## config.mk

```make
export PLATFORM = sky130hd
export DESIGN_NAME = px_adc_capture
export DESIGN_NICKNAME = d
export VERILOG_FILES = /design/src/rtl/px_adc_capture.sv
export SDC_FILE = /design/constraint.sdc
export NUM_CORES = 1
export LEC_CHECK = 0
export ABC_AREA = 1
export CAP_MARGIN = 40
export CORE_UTILIZATION = 44
export DETAILED_ROUTE_END_ITERATION = 12
export GPL_TIMING_DRIVEN = 0
export PLACE_DENSITY = 0.8
export SLEW_MARGIN = 20
export SYNTH_ARGS = -nofsm -noshare
export SYNTH_HDL_FRONTEND = slang
export SYNTH_SLANG_ARGS = --single-unit
export TNS_END_PERCENT = 10
```

## constraint.sdc

```tcl
create_clock -name clk -period 1.62 [get_ports clk]
set_clock_uncertainty 0.05 [all_clocks]
set_input_delay 0.324 -clock clk [delete_from_list [all_inputs] [get_ports clk]]
set_output_delay 0.324 -clock clk [all_outputs]
set_load 0.01 [all_outputs]
```

## src/rtl/px_adc_capture.sv

```systemverilog
// px_adc_capture: serial pixel-ADC frame capture into the pixel FIFO with overrun/format flags
module px_adc_capture #(
    parameter int CLK_DIV   = 2,
    parameter int QUIET_CYC = 4
) (
    input  logic        clk,
    input  logic        reset,
    input  logic        start,
    input  logic        adc_din,
    output logic        adc_cs,
    output logic        adc_sclk,
    output logic        busy,
    output logic        done,
    input  logic        fifo_full,
    output logic        fifo_wren,
    output logic [11:0] fifo_wdata,
    output logic        overrun,
    output logic        frame_err,
    input  logic        flags_clr
);
    localparam int DW = CLK_DIV > 1 ? $clog2(CLK_DIV) : 1;
    localparam int QW = QUIET_CYC > 1 ? $clog2(QUIET_CYC) : 1;
    typedef enum logic [1:0] {IDLE, SETUP, SHIFT, QUIET} state_t;
    state_t state, state_n;
    logic [DW-1:0] div, div_n;
    logic [QW-1:0] q, q_n;
    logic [4:0] cnt, cnt_n;
    logic [15:0] sr, sr_n;
    logic [11:0] wdata_n;
    logic tick, fin, sclk_n, cs_n, busy_n, wren_n, ovr_n, ferr_n;
    assign tick = div == DW'(CLK_DIV - 1);
    // next-state, SCLK phase and end-of-frame outputs; every output is registered below
    always_comb begin
        state_n = state;
        div_n   = div;
        q_n     = q;
        cnt_n   = cnt;
        sr_n    = sr;
        sclk_n  = adc_sclk;
        fin     = 1'b0;
        case (state)
            IDLE: if (start) begin
                state_n = SETUP;
                div_n   = '0;
            end
            SETUP: begin
                div_n = tick ? '0 : div + 1'b1;
                if (tick) begin
                    state_n = SHIFT;
                    sclk_n  = 1'b0;
                    cnt_n   = '0;
                end
            end
            SHIFT: begin
                div_n = tick ? '0 : div + 1'b1;
                if (tick) begin
                    sclk_n = ~adc_sclk;
                    if (adc_sclk) cnt_n = cnt + 5'd1;
                    else begin
                        sr_n = {sr[14:0], adc_din};
                        fin  = cnt == 5'd15;
                    end
                end
                if (fin) begin
                    state_n = QUIET;
                    q_n     = '0;
                end
            end
            QUIET: begin
                q_n = q + 1'b1;
                if (q == QW'(QUIET_CYC - 1)) state_n = IDLE;
            end
        endcase
        cs_n    = !(state_n == SETUP || state_n == SHIFT);
        busy_n  = state_n != IDLE;
        wren_n  = fin & ~fifo_full;
        wdata_n = wren_n ? sr_n[11:0] : fifo_wdata;
        ovr_n   = (fin & fifo_full) | (overrun & ~flags_clr);
        ferr_n  = (fin & |sr_n[15:12]) | (frame_err & ~flags_clr);
    end
    // state and output registers; reset returns the ADC interface to idle at once
    always_ff @(posedge clk or posedge reset) begin
        if (reset) begin
            state      <= IDLE;
            div        <= '0;
            q          <= '0;
            cnt        <= '0;
            sr         <= '0;
            adc_cs     <= 1'b1;
            adc_sclk   <= 1'b1;
            busy       <= 1'b0;
            done       <= 1'b0;
            fifo_wren  <= 1'b0;
            fifo_wdata <= '0;
            overrun    <= 1'b0;
            frame_err  <= 1'b0;
        end else begin
            state      <= state_n;
            div        <= div_n;
            q          <= q_n;
            cnt        <= cnt_n;
            sr         <= sr_n;
            adc_cs     <= cs_n;
            adc_sclk   <= sclk_n;
            busy       <= busy_n;
            done       <= fin;
            fifo_wren  <= wren_n;
            fifo_wdata <= wdata_n;
            overrun    <= ovr_n;
            frame_err  <= ferr_n;
        end
    end
endmodule

```

==> metrics.cfg <==
[logic_synthesis]
synthXorXnorAreaFrac_pct = 0
synth_fa_ha_area_share_pct = 5.00
async_flop_share_pct = 100
ys_seq_area_share_pct = 56.3
synth-simple-area-share_pct = 20.5
synthCells = 217
syn-num-nets = 231
netlist_area_um2 = 2000
syn_area_per_cell_um2 = 9.23
synth_top_cells_by_count = nand2_1, dfrtp_1, inv_1
synth_compound_area_share_pct = 10.2
synth.largest_area_cell = dfrtp_1
ys_ff_latch = 45
yosysTopAreaCellShare_pct = 53.7
synth-edff-count = 0
ys.flop_type = dfrtp_1
muxShareOfSynthArea_pct = 0
ys_warn_count = 0
yosysUniqueCellTypes = 24
post-synth-top-count-cell = nand2_1
synth_top_family_by_area = simple AND/OR/NAND/NOR gates
post_synth_main_area_contributors = dfrtp_1, nand2_1, ha_1, inv_1, o21ai_0

[global_routing]
antenna_found_initial = 0
grt_pass1_wl_um = 6660
grt_max_degree = 36
grt_pass1_vias = 1532
grt_overflow = 0
grt.total_usage_pct = 17.7

[status]
status = complete, but fails checks
failed_checks = negative setup slack

[power_and_ir_drop]
power_frac_seq_pct = 44.8
combPwrFrac_pct = 33.6
p_int_mw = 2.04
p_sw_share_pct = 35.3
ir_drop_mv = 0.687
total_power_mw = 3.16
power_switching_mw = 1.11
p_per_area_nw_per_um2 = 1250
power_leakage_nw = 1.28
clkPwrFrac_pct = 21.6

[cts]
cts.sinks = 45
cts.htree.levels = 2
cts_tree = yes
postCtsHoldBufs = 0
numCtsBuffers = 5
clk_latency_ns = 0.30
cts_root_buf = clkbuf_8
clk_pin_slew_ns = 0.08
cts_buffer_depth = 2

[floorplan]
die_h_um = 69.5
die_x_um = 69.5
die-area_um2 = 4830
fp.coreArea_um2 = 4350
num_rows = 24
ios = 25
initial_core_util_pct = 46.0

[timing]
setup_ws_ns = -0.0978
period_minus_slack_ns = 1.72
rsz0062_at_grt = yes
period_share_pct = 106
slew_headroom_pct = 63.6
finalHoldViolCount = 0
fmax_mhz = 582
tightest_slew_ns = 0.546
report.final.slew_viol_count = 0
setup_viol = 14

[setup_path]
required_ns = 1.81
arrival_ns = 1.91
worstSetupPathType = reg2reg
cp-start-kind = flop
cp_max_fo = 10
cp-end-kind = flop

[place]
placedInstanceArea_um2 = 2340
port_buffers = 24
hpwlAfterDp_um = 2580
place_ws_ns = -0.187
gp_congestion = 0.737

[layout]
fin_nets = 271
synthToLayoutAreaGrowth_pct = 26.0
final_area_um2 = 2520
drive_gt1_share_pct = 17.8
fill_cells = 366
num_antenna_cells = 0

[routing]
drt-vias-per-instance = 4.98
wl_per_cell_um = 12.7
drt-pass1-iter-count = 4
wl_um = 3940
ant_nets = 0
vias = 1545
route.detailed.drc = 0
drtIter0Drc = 109

[flow_run]
drv_cap = 0

[hold_path]
holdCritPathClass = in2async

-- sequential cells by signal, indices dropped and copies added, names as in the netlist --
register    flops
busy            1
sr             16
fifo_wren       1
adc_cs          1
state           2
div             1
done            1
overrun         1
cnt             5
fifo_wdata     12
frame_err       1
q               2
adc_sclk        1
-- path summary, 6_finish.rpt --
kind,start,endpoint,slack (ns),depth (start not counted)
setup / recovery,state[0],adc_cs,-0.1,9
hold / removal,reset,cnt[4],0.23,2
setup reg to reg,state[0],adc_cs,-0.1,9
hold reg to reg,fifo_wdata[9],fifo_wdata[9],0.43,2
max in group asynchronous,reset,adc_sclk,0.77,3
min in group clk,fifo_wdata[9],fifo_wdata[9],0.43,2
-- worst max-delay path, stage by stage (launching register included) --
cell     delay [ns]
dfrtp_2        0.42
inv_1          0.13
ha_4           0.18
nand3_4        0.16
nor2_8         0.20
o21ai_2        0.09
nand2_1        0.05
o21ai_1        0.06
ha_1           0.28
inv_1          0.05
-- placed cells by master (no fill, tap or decap), types with 6 or more instances in the layout --
master	n
nand4_1	6
o21ai_0	14
dfrtp_1	42
nand2_1	67
inv_2	6
o21ai_1	14
buf_4	8
clkdlybuf4s50_1	22
inv_1	20
-- power by group through the flow --
| stage | combinational [mW] | clock (mW) | sequential (mW) |
|---|---|---|---|
| after floorplan | 0.690 | 0 | 1.44 |
| after global placement | 0.905 | 0 | 1.44 |
| after detailed placement | 0.944 | 0 | 1.45 |
| after CTS | 1.02 | 0.704 | 1.40 |
| after global routing | 1.21 | 0.744 | 1.43 |
| final | 1.06 | 0.682 | 1.41 |
-- kinds of logic after synthesis --
| kind of cell | count (synthesis) |
|---|---|
| buf+inv | 34 |
| compound gates | 39 |
| fa+ha+maj | 8 |
| flops | 45 |
| simple gates | 91 |
-- layer usage --
metal | vias to the layer above | GRT usage (%) | share of wire (%)
li1 | 777 | - | -
met1 | 734 | 23.0 | 49
met2 | 29 | 28.3 | 47
met3 | 5 | 4.36 | 3.1
met4 | 0 | 7.48 | 1.5
met5 | - | 0 | 0
-- cell type report --
class,count,area (um2),area share (%)
sequential,45,1130,44.8
multi-input combinational,138,754,29.9
timing repair buffer,33,322,12.7
inverter,27,104,4.12
clock buffer,6,72.6,2.88
tap,52,65.1,2.58
buffer,7,61.3,2.43
clock inverter,2,15.0,0.595
-- timing repair --
action,in CTS,in global routing
endpoints found under the setup margin,21,22
cloned,1,0
pin swaps,2,4
setup buffers,5,2
gates resized for setup,5,11
-- metrics by stage --
stage / cells / hold slack, ns / TNS (ns) / utilization [%]
floorplan: 217 / 0.389 / -0.0234 / -
global placement: 293 / 0.412 / -32.87 / 53.4
detailed placement: 294 / 0.415 / -2.21 / 53.8
CTS: 308 / 0.232 / -0.881 / 56.9
global route: 310 / 0.265 / -2.17 / 58.0
finish: 310 / 0.230 / -0.500 / 58.0
Note: power is estimated with default switching activity, not from simulation.
